--- src/rtl/stopwatch_pkg.sv ---
// Stopwatch controller shared definitions.
// Holds the FSM state encoding and the seconds datapath width used by the
// controller, its lap-FIFO interface and the testbench.
package stopwatch_pkg;

  // Width of the seconds count captured into the lap FIFO.
  localparam int SEC_W = 8;

  // FSM encoding; the numeric values are visible on the state output.
  typedef enum logic [1:0] {
    ST_IDLE  = 2'd0,
    ST_RUN   = 2'd1,
    ST_PAUSE = 2'd2,
    ST_CLEAR = 2'd3
  } state_e;

endpackage

--- src/rtl/stopwatch_ctrl_if.sv ---
// Lap FIFO read bus of the stopwatch controller.
// Signals:
//   lap_rd    - pop request for the FIFO head (consumer -> controller)
//   lap_data  - FIFO head, show-ahead, 0 when empty
//   lap_valid - FIFO not empty
//   lap_ovf   - sticky: a lap capture was dropped because the FIFO was full
// Modports: master = consumer side, slave = controller side.
interface stopwatch_ctrl_if;
  import stopwatch_pkg::*;

  logic             lap_rd;
  logic [SEC_W-1:0] lap_data;
  logic             lap_valid;
  logic             lap_ovf;

  modport master (output lap_rd, input lap_data, input lap_valid, input lap_ovf);
  modport slave  (input lap_rd, output lap_data, output lap_valid, output lap_ovf);

endinterface

--- src/rtl/btn_debounce.sv ---
// Button conditioning: 2-flop synchronizer, debounce counter and a one-cycle
// press pulse on the debounced rising edge.
// Ports:
//   clk, rst - clock, asynchronous active-high reset
//   i_raw    - raw button level, asynchronous to clk
//   o_pulse  - registered one-cycle pulse when the debounced level rises
module btn_debounce #(
  parameter int DEB_CYCLES = 4
) (
  input  logic clk,
  input  logic rst,
  input  logic i_raw,
  output logic o_pulse
);

  localparam int CW = (DEB_CYCLES > 1) ? $clog2(DEB_CYCLES) : 1;
  localparam logic [CW-1:0] CNT_LAST = CW'(DEB_CYCLES - 1);

  logic          r_sync1;
  logic          r_sync2;
  logic          r_level;
  logic          r_level_d;
  logic          r_pulse;
  logic [CW-1:0] r_cnt;

  // Two-flop synchronizer for the asynchronous raw input.
  always_ff @(posedge clk or posedge rst) begin
    if (rst) begin
      r_sync1 <= 1'b0;
      r_sync2 <= 1'b0;
    end else begin
      r_sync1 <= i_raw;
      r_sync2 <= r_sync1;
    end
  end

  // Counts consecutive samples that disagree with the debounced level; the
  // level flips on the DEB_CYCLES-th such sample, any agreeing sample restarts.
  always_ff @(posedge clk or posedge rst) begin
    if (rst) begin
      r_level <= 1'b0;
      r_cnt   <= {CW{1'b0}};
    end else if (r_sync2 == r_level) begin
      r_level <= r_level;
      r_cnt   <= {CW{1'b0}};
    end else if (r_cnt == CNT_LAST) begin
      r_level <= r_sync2;
      r_cnt   <= {CW{1'b0}};
    end else begin
      r_level <= r_level;
      r_cnt   <= r_cnt + CW'(1);
    end
  end

  // Registered rising-edge detect of the debounced level (no release event).
  always_ff @(posedge clk or posedge rst) begin
    if (rst) begin
      r_level_d <= 1'b0;
      r_pulse   <= 1'b0;
    end else begin
      r_level_d <= r_level;
      r_pulse   <= r_level & ~r_level_d;
    end
  end

  assign o_pulse = r_pulse;

endmodule

--- src/rtl/stopwatch_ctrl.sv ---
// Stopwatch control: debounced start/reset/lap buttons drive an
// IDLE/RUN/PAUSE/CLEAR FSM; lap presses in RUN capture the seconds count
// into a small show-ahead FIFO.
// Ports:
//   clk, rst           - clock, asynchronous active-high reset
//   i_btn_*_raw        - raw buttons (start/stop, reset, lap)
//   i_seconds_in       - current seconds count from the counter datapath
//   o_cnt_en           - counter increment enable (RUN)
//   o_cnt_clr          - one-cycle counter clear (CLEAR)
//   o_state            - current FSM state encoding
//   lap_if             - lap FIFO read bus (slave side)
module stopwatch_ctrl
  import stopwatch_pkg::*;
#(
  parameter int DEB_CYCLES = 4,
  parameter int LAP_DEPTH  = 4
) (
  input  logic             clk,
  input  logic             rst,
  input  logic             i_btn_start_raw,
  input  logic             i_btn_reset_raw,
  input  logic             i_btn_lap_raw,
  input  logic [SEC_W-1:0] i_seconds_in,
  output logic             o_cnt_en,
  output logic             o_cnt_clr,
  output logic [1:0]       o_state,
  stopwatch_ctrl_if.slave  lap_if
);

  localparam int AW = $clog2(LAP_DEPTH);

  logic w_start_ev;
  logic w_reset_ev;
  logic w_lap_ev;

  state_e r_state;
  state_e w_next_state;

  logic [SEC_W-1:0] r_mem [LAP_DEPTH];
  logic [AW:0]      r_wr_ptr;
  logic [AW:0]      r_rd_ptr;
  logic             r_ovf;
  logic             w_empty;
  logic             w_full;
  logic             w_pop;
  logic             w_push_req;
  logic             w_push;

  btn_debounce #(.DEB_CYCLES(DEB_CYCLES)) u_deb_start (
    .clk(clk), .rst(rst), .i_raw(i_btn_start_raw), .o_pulse(w_start_ev)
  );
  btn_debounce #(.DEB_CYCLES(DEB_CYCLES)) u_deb_reset (
    .clk(clk), .rst(rst), .i_raw(i_btn_reset_raw), .o_pulse(w_reset_ev)
  );
  btn_debounce #(.DEB_CYCLES(DEB_CYCLES)) u_deb_lap (
    .clk(clk), .rst(rst), .i_raw(i_btn_lap_raw), .o_pulse(w_lap_ev)
  );

  // FSM state register.
  always_ff @(posedge clk or posedge rst) begin
    if (rst) begin
      r_state <= ST_IDLE;
    end else begin
      r_state <= w_next_state;
    end
  end

  // FSM next state; the reset event is tested first so it wins over start.
  always_comb begin
    w_next_state = r_state;
    case (r_state)
      ST_IDLE: begin
        if (w_reset_ev) w_next_state = ST_CLEAR;
        else if (w_start_ev) w_next_state = ST_RUN;
        else w_next_state = ST_IDLE;
      end
      ST_RUN: begin
        if (w_reset_ev) w_next_state = ST_CLEAR;
        else if (w_start_ev) w_next_state = ST_PAUSE;
        else w_next_state = ST_RUN;
      end
      ST_PAUSE: begin
        if (w_reset_ev) w_next_state = ST_CLEAR;
        else if (w_start_ev) w_next_state = ST_RUN;
        else w_next_state = ST_PAUSE;
      end
      ST_CLEAR: w_next_state = ST_IDLE;
      default:  w_next_state = ST_IDLE;
    endcase
  end

  assign o_state   = r_state;
  assign o_cnt_en  = (r_state == ST_RUN);
  assign o_cnt_clr = (r_state == ST_CLEAR);

  // Extra wrap bit distinguishes full from empty when the indices match.
  assign w_empty    = (r_wr_ptr == r_rd_ptr);
  assign w_full     = (r_wr_ptr[AW] != r_rd_ptr[AW]) &&
                      (r_wr_ptr[AW-1:0] == r_rd_ptr[AW-1:0]);
  assign w_pop      = lap_if.lap_rd && !w_empty;
  assign w_push_req = w_lap_ev && (r_state == ST_RUN);
  // A pop in the same cycle frees the head slot, so a push when full proceeds.
  assign w_push     = w_push_req && (!w_full || w_pop);

  // FIFO pointers and sticky overflow; CLEAR flushes both.
  always_ff @(posedge clk or posedge rst) begin
    if (rst) begin
      r_wr_ptr <= {(AW+1){1'b0}};
      r_rd_ptr <= {(AW+1){1'b0}};
      r_ovf    <= 1'b0;
    end else if (r_state == ST_CLEAR) begin
      r_wr_ptr <= {(AW+1){1'b0}};
      r_rd_ptr <= {(AW+1){1'b0}};
      r_ovf    <= 1'b0;
    end else begin
      r_wr_ptr <= w_push ? (r_wr_ptr + (AW+1)'(1)) : r_wr_ptr;
      r_rd_ptr <= w_pop  ? (r_rd_ptr + (AW+1)'(1)) : r_rd_ptr;
      r_ovf    <= r_ovf | (w_push_req && !w_push);
    end
  end

  // FIFO storage; contents are only observed through non-empty slots.
  always_ff @(posedge clk) begin
    if (w_push) begin
      r_mem[r_wr_ptr[AW-1:0]] <= i_seconds_in;
    end
  end

  assign lap_if.lap_data  = w_empty ? {SEC_W{1'b0}} : r_mem[r_rd_ptr[AW-1:0]];
  assign lap_if.lap_valid = !w_empty;
  assign lap_if.lap_ovf   = r_ovf;

endmodule
--- src/flat_wrapper.sv ---
// flat-port wrapper written by rule: the top's interface ports become plain ports
module stopwatch_ctrl_flat import stopwatch_pkg::*;
#(
  parameter int DEB_CYCLES = 4,
  parameter int LAP_DEPTH  = 4
)
  (clk, rst, i_btn_start_raw, i_btn_reset_raw, i_btn_lap_raw, i_seconds_in, o_cnt_en, o_cnt_clr, o_state, lap_if_lap_rd, lap_if_lap_data, lap_if_lap_valid, lap_if_lap_ovf);
  stopwatch_ctrl_if lap_if_i ();
  input  logic clk;
  input  logic rst;
  input  logic i_btn_start_raw;
  input  logic i_btn_reset_raw;
  input  logic i_btn_lap_raw;
  input  logic [SEC_W-1:0] i_seconds_in;
  output logic o_cnt_en;
  output logic o_cnt_clr;
  output logic [1:0] o_state;
  input wire logic [$bits(lap_if_i.lap_rd)-1:0] lap_if_lap_rd;
  output wire logic [$bits(lap_if_i.lap_data)-1:0] lap_if_lap_data;
  output wire logic [$bits(lap_if_i.lap_valid)-1:0] lap_if_lap_valid;
  output wire logic [$bits(lap_if_i.lap_ovf)-1:0] lap_if_lap_ovf;
  assign lap_if_i.lap_rd = lap_if_lap_rd;
  assign lap_if_lap_data = lap_if_i.lap_data;
  assign lap_if_lap_valid = lap_if_i.lap_valid;
  assign lap_if_lap_ovf = lap_if_i.lap_ovf;
  stopwatch_ctrl #(.DEB_CYCLES(DEB_CYCLES), .LAP_DEPTH(LAP_DEPTH)) u_core (.clk(clk), .rst(rst), .i_btn_start_raw(i_btn_start_raw), .i_btn_reset_raw(i_btn_reset_raw), .i_btn_lap_raw(i_btn_lap_raw), .i_seconds_in(i_seconds_in), .o_cnt_en(o_cnt_en), .o_cnt_clr(o_cnt_clr), .o_state(o_state), .lap_if(lap_if_i));
endmodule
--- config.mk ---
export PLATFORM = sky130hd
export DESIGN_NAME = stopwatch_ctrl_flat
export DESIGN_NICKNAME = d
export VERILOG_FILES = /design/src/rtl/stopwatch_pkg.sv /design/src/rtl/stopwatch_ctrl_if.sv /design/src/rtl/btn_debounce.sv /design/src/rtl/stopwatch_ctrl.sv /design/src/flat_wrapper.sv
export SDC_FILE = /design/constraint.sdc
export NUM_CORES = 1
export LEC_CHECK = 0
export ABC_AREA = 0
export CAP_MARGIN = 20
export CORE_ASPECT_RATIO = 0.7
export CORE_MARGIN = 1.5
export CORE_UTILIZATION = 40
export CTS_CLUSTER_DIAMETER = 40
export DETAILED_ROUTE_END_ITERATION = 8
export PLACE_DENSITY = 0.61
export SLEW_MARGIN = 15
export SYNTH_ARGS = -nofsm -noshare
export SYNTH_HDL_FRONTEND = slang
export SYNTH_SLANG_ARGS = --single-unit
--- constraint.sdc ---
create_clock -name clk -period 2.7 [get_ports clk]
set_input_delay 0.405 -clock clk [delete_from_list [all_inputs] [get_ports clk]]
set_output_delay 0.405 -clock clk [all_outputs]
set_load 0.01 [all_outputs]
After elaboration in Yosys (flattened, before gate mapping)
Memories as Yosys holds them, arrays and structs flattened.
Index checks and enable logic that the tools add are counted.
{"block": "op_classes", "reduce_logical": 15, "n_eq_ne": 12, "n_bitwise": 10, "add_sub_neg": 5, "mux": 21}
{"op": "$mux 2", "count": 11}
{"op": "$mux 3", "count": 4}
{"op": "$eq 2x2->1 const B", "count": 5}
{"op": "$mux 8", "count": 1}
{"op": "$pmux 2 s4", "count": 1}
{"op": "$add 2x1->2 const B", "count": 3}
{"op": "$add 3x1->3 const B", "count": 2}
{"op": "$not 1->1", "count": 6}
{"op": "$reduce_and 2->1", "count": 3}
{"op": "$logic_and 1x1->1", "count": 5}
{"op": "$mux 1", "count": 4}
{"op": "$reduce_bool 2->1", "count": 2}
{"op": "$and 1x1->1", "count": 3}
{"op": "$eq 1x1->1", "count": 3}
{"op": "$eq 3x3->1", "count": 1}
{"op": "$logic_not 1->1", "count": 3}
{"op": "$eq 2x1->1 const B", "count": 1}
{"op": "$eq 2x2->1", "count": 1}
{"op": "$logic_not 2->1", "count": 1}
{"op": "$logic_or 1x1->1", "count": 1}
{"op": "$ne 1x1->1", "count": 1}
{"op": "$or 1x1->1", "count": 1}
{"block": "word_totals", "ram_bits": 32, "regBits": 30, "mem_count": 1, "output_inout_bits": 14, "input_bits": 14, "word_cells": 86}
{"memory": "u_core.r_mem", "words": 4, "word_bits": 8, "read_ports": 1, "rd_ports_with_merged_regs": 0, "wr": 1, "line": "stopwatch_ctrl.sv:39", "text": "logic [SEC_W-1:0] r_mem [LAP_DEPTH];"}

Logic depth before layout (Yosys ltp)
{"block": "logic_depth", "word_depth": 9, "depth_mapped": 6, "ltp_nobuf": 4}

Hierarchy
A second synthesis with hierarchy kept.
{"block": "unflattened", "hier_cells": 152, "hier_area_um2": 2526.2}
{"mod": "stopwatch_ctrl", "area_each_um2": 1824.2, "n_inst": 1, "seq_area_each_um2": 1186.1, "cells_per_inst": 110}
{"mod": "btn_debounce", "area_each_um2": 234.0, "n_inst": 3, "seq_area_each_um2": 175.2, "cells_per_inst": 14}

Least setup slack after synthesis
No wires, ideal clock.
{"block": "synth_timing", "path_type": "register -> output", "start": "register u_core.r_rd_ptr[0]", "end": "output lap_if_lap_data[0]", "t_required_ns": 2.295, "setup_slack_ns": 1.071, "path_stages_with_launch": 4, "path_buffers": 1, "arrival_time_ns": 1.224, "path_cell_list": "dfrtp_1 buf_6 mux4_1 nor2b_1"}
{"block": "synth_via", "elab_chain_len": 2, "word_cells_on_any_way": 3, "classes_between": "eq/ne (1); mux (1); memory (1)"}
{"item": "from (decl)", "line": "stopwatch_ctrl.sv:41", "text": "logic [AW:0] r_rd_ptr;"}
{"item": "from (signal assigned)", "line": "stopwatch_ctrl.sv:109", "text": "r_rd_ptr <= {(AW+1){1'b0}};"}
{"item": "from (signal assigned)", "line": "stopwatch_ctrl.sv:113", "text": "r_rd_ptr <= {(AW+1){1'b0}};"}
{"item": "from (signal assigned)", "line": "stopwatch_ctrl.sv:117", "text": "r_rd_ptr <= w_pop ? (r_rd_ptr + (AW+1)'(1)) : r_rd_ptr;"}
{"item": "$mem_v2 4x8 / $eq 3x3->1 (equally long branches)"}
{"item": "$mux 8 *", "line": "stopwatch_ctrl.sv:129", "text": "assign lap_if.lap_data = w_empty ? {SEC_W{1'b0}} : r_mem[r_rd_ptr[AW-1:0]];"}
{"item": "to (decl)", "line": "flat_wrapper.sv:19", "text": "output wire logic [$bits(lap_if_i.lap_data)-1:0] lap_if_lap_data;"}
Mark *: on every way between the ends. The rest lies on a longest branch, timed or not.

Worst setup path after layout
{"block": "layout_timing", "start": "register u_core.r_rd_ptr[0]", "end": "output lap_if_lap_data[7]"}
The elaborated chain is that of the path after synthesis.

==> metrics.md <==
| Metric | Value |
|---|---|
| Status | finished, final reports clean |
| Hold Crit Start | u_core.u_deb_start.r_sync1 |
| Register area share after synthesis | 68.1% |
| Met2 usage | 21.8% |
| Setup_tns | 0 ps |
| # rows | 23 |
| Fin Clk Skew | 7.17 ps |
| First DRT Iteration DRCs | 49 |
| Drt pass-1 iters | 4 |
| CTS Sinks | 62 |
| TritonCTS clock tree | done |
| Crit path capture type | output port |
| WP data arrival | 2040 ps |
| Worst Setup Slack, final | 254 ps |
| Critical path launch point type | register |
| GR Util met1 | 15.0% |
| I/O pin count | 28 |
| Die width | 97.8 um |
| Fin. Hold Viols | 0 |
| Highest Clock Rate | 409 MHz |
| Syn Inst Count | 149 |
| Yosys cell types | 30 |
| Worst r2r path cells | 4 |
| Critical Path Fanout Max | 8 |
| Reg-to-reg slack, setup | 830 ps |
| Critical path class | reg2out |
| Least-Margin Pin Slew | 461 ps |
| Aggregate global-route resource usage | 13.5% |
| IO buf count | 27 |
| Final period utilization | 90.6% |
| CP required | 2300 ps |
| Global-route wire length before repair | 6670 um |
| Post-DRT Antenna Nets | 0 |
| Final estimated routing congestion in global placement | 0.743 |
| Total power | 3.39 mW |
| DP HPWL | 2780 um |
| Antenna violations before repair | 0 |
| Core area | 5900 um^2 |
| CTS root buffer | clkbuf_8 |
| Final net count | 212 |
| P_leak | 1.22 nW |
| Number of global-route vias before repair | 1426 |
| Post-cts resize count | 0 |
| Synth warn | 0 |
| Layout cells sized above 1 | 12.8% |
| DP Worst Slack | 597 ps |
| DRT Wirelength | 4070 um |
| Die Y | 69.3 um |
| Slew HR | 69.3% |
| Largest net degree at the start of global routing | 31 |
| Synthesized area per cell | 16.9 um^2 |
| Worst vdd ir | 0.355 mV |
| Min Tclk post-route | 2450 ps |
| Worst R2R Start | u_core.r_rd_ptr[0] |
| Die area | 6780 um^2 |
| Max capacitance violation total | 0 |
| Synth area leaders | edfxtp_1 38%, dfrtp_1 30%, mux4_1 8.4% |
| Num CTS Buffers | 9 |
| Hold Path Class | reg2reg |
| GRT met3 Usage | 7.26% |
| Hold depth | 0 |
| Avg WL per Cell | 15.1 um |
| Routed via count | 1328 |
| Yosys reg bits | 62 |
| Post CTS Setup Buffer Count | 0 |
| WHS Endpoint | u_core.u_deb_start.r_sync2 |
| ANT cells | 0 |
| Area growth syn-to-layout | 23.2% |
| Hold WS | 349 ps |
| Post-synth top area cell | edfxtp_1 |
| # hold bufs at CTS | 0 |
| Reg2Reg Capture Point | u_core.r_mem[0][1] |
| RSZ-0062 raised after global routing | no |
| Syn Nets | 171 |
| Final Setup Violations | 0 |
| GRT overflow | 0 |
| Slew Viols, Final | 0 |
| Via-per-instance ratio | 4.92 |
| Initial Utilization | 42.6% |
| Worst-path clk slew | 70 ps |
| DRC | 0 |
| CTS Buffer Depth | 2 |
| Post-synth top area share | 38.2% |
| Fillers | 466 |
| Synth Cell Area | 2510 um^2 |
| Gr busiest metal | met2 |
| Skew-Pair Late Insertion Delay | 330 ps |
| H-tree levels | 3 |
| Cell Pwr Density | 1090 nW/um^2 |
==> cell usage in the layout (no fill, tap or decap), types with 2 or more instances in the layout <==
cell type,Yosys,routed
clkdlybuf4s50_1,0,27
clkbuf_1,0,3
xor2_1,4,4
dfrtp_1,30,30
buf_4,0,6
inv_1,6,6
nor2b_1,15,15
edfxtp_1,32,32
ha_1,8,8
mux2i_1,2,2
clkbuf_8,0,9
nor3b_1,2,2
mux2_2,3,3
o21ai_0,2,2
nand2_1,4,4
nor3_1,5,5
xnor2_1,5,5
mux4_1,8,8
nor2_1,4,4
and2_1,4,4
==> power by group <==
group          total [mW]  internal [mW]  leakage (nW)  switching [mW]
clock network       0.812          0.482         0.103           0.330
registers            1.33           1.18         0.664           0.150
logic                1.24          0.686         0.450           0.553
==> through the flow <==
step / util [%] / cell area [um^2] / cells
floorplan: - / 2510 / 149
global placement: 49.1 / 2900 / 254
detailed placement: 49.1 / 2900 / 254
CTS: 52.5 / 3100 / 270
global route: 52.5 / 3100 / 270
finish: 52.5 / 3100 / 270
==> flip-flops by register name, indices dropped and copies added (netlist names), 2 cells and up <==
signal,flops
u_core.o_state,2
u_core.u_deb_start.r_cnt,2
u_core.u_deb_lap.r_cnt,2
u_core.r_mem,32
u_core.u_deb_reset.r_cnt,2
u_core.r_rd_ptr,3
u_core.r_wr_ptr,3
==> layout make-up <==
cell class	count	area [um^2]	area share (%)
clock buffer	13	160	5.17
clock inverter	3	41.3	1.33
inverter	6	22.5	0.727
multi-input combinational	78	753	24.3
sequential	62	1710	55.3
tap	75	93.8	3.03
timing repair buffer	33	315	10.2
==> per-layer routing <==
metal	share of wire, %	vias up	routed length, um
li1	-	625	-
met1	44	670	1800
met2	49	26	1990
met3	5.2	7	213
met4	1.5	0	59
met5	0	-	0
==> cell usage after synthesis <==
library cell and n:
a41oi_4 1, xor2_1 4, a21oi_1 1, dfrtp_1 30
o21ai_1 1, nand2_1 4, o31a_1 1, o21ai_0 2
o21a_1 1, and2_1 4, or3_1 1, ha_1 8
mux2_2 3, o31ai_1 1, xor2_2 1, buf_6 2
mux2i_1 2, nor2b_1 15, nor2_1 4, buf_2 1
xnor2_1 5, and2_4 1, edfxtp_1 32, nand4_1 1
nor3_1 5, mux4_1 8, nand3_1 1, nor3b_1 2
inv_1 6, nand3b_1 1
==> cell families (layout without fill, tap and decap cells) <==
group                      count (synthesis)  count (layout)  share of synthesized area, %
muxes                                     13              13                          10.5
xor gates and xnor gates                  10              10                          3.78
adders and majority gates                  8               8                          3.98
buffers and inverters                      9              55                          1.99
DFF                                       62              62                          68.1
and+or+nand+nor                           39              39                          8.86
AOI/OAI and AO/OA                          8               8                          2.84
==> worst max-delay path by stage <==
stage                             startpoint                  to  slack (ps)  cells after the start
after floorplan           u_core.r_rd_ptr[0]  lap_if_lap_data[0]        1070                      3
after global placement         lap_if_lap_rd  u_core.r_mem[0][3]         600                      4
after detailed placement  u_core.r_rd_ptr[0]  lap_if_lap_data[3]         600                      4
after CTS                 u_core.r_rd_ptr[0]  lap_if_lap_data[7]         210                      4
after global routing      u_core.r_rd_ptr[0]  lap_if_lap_data[1]         130                      6
final                     u_core.r_rd_ptr[0]  lap_if_lap_data[7]         250                      4
==> critical path, stage by stage, from the launching register on <==
cell and delay [ps]:
dfrtp_1 350, buf_4 180, mux4_1 560, nor2b_1 150, clkdlybuf4s50_1 470
Note: power is estimated with default switching activity, not from simulation.
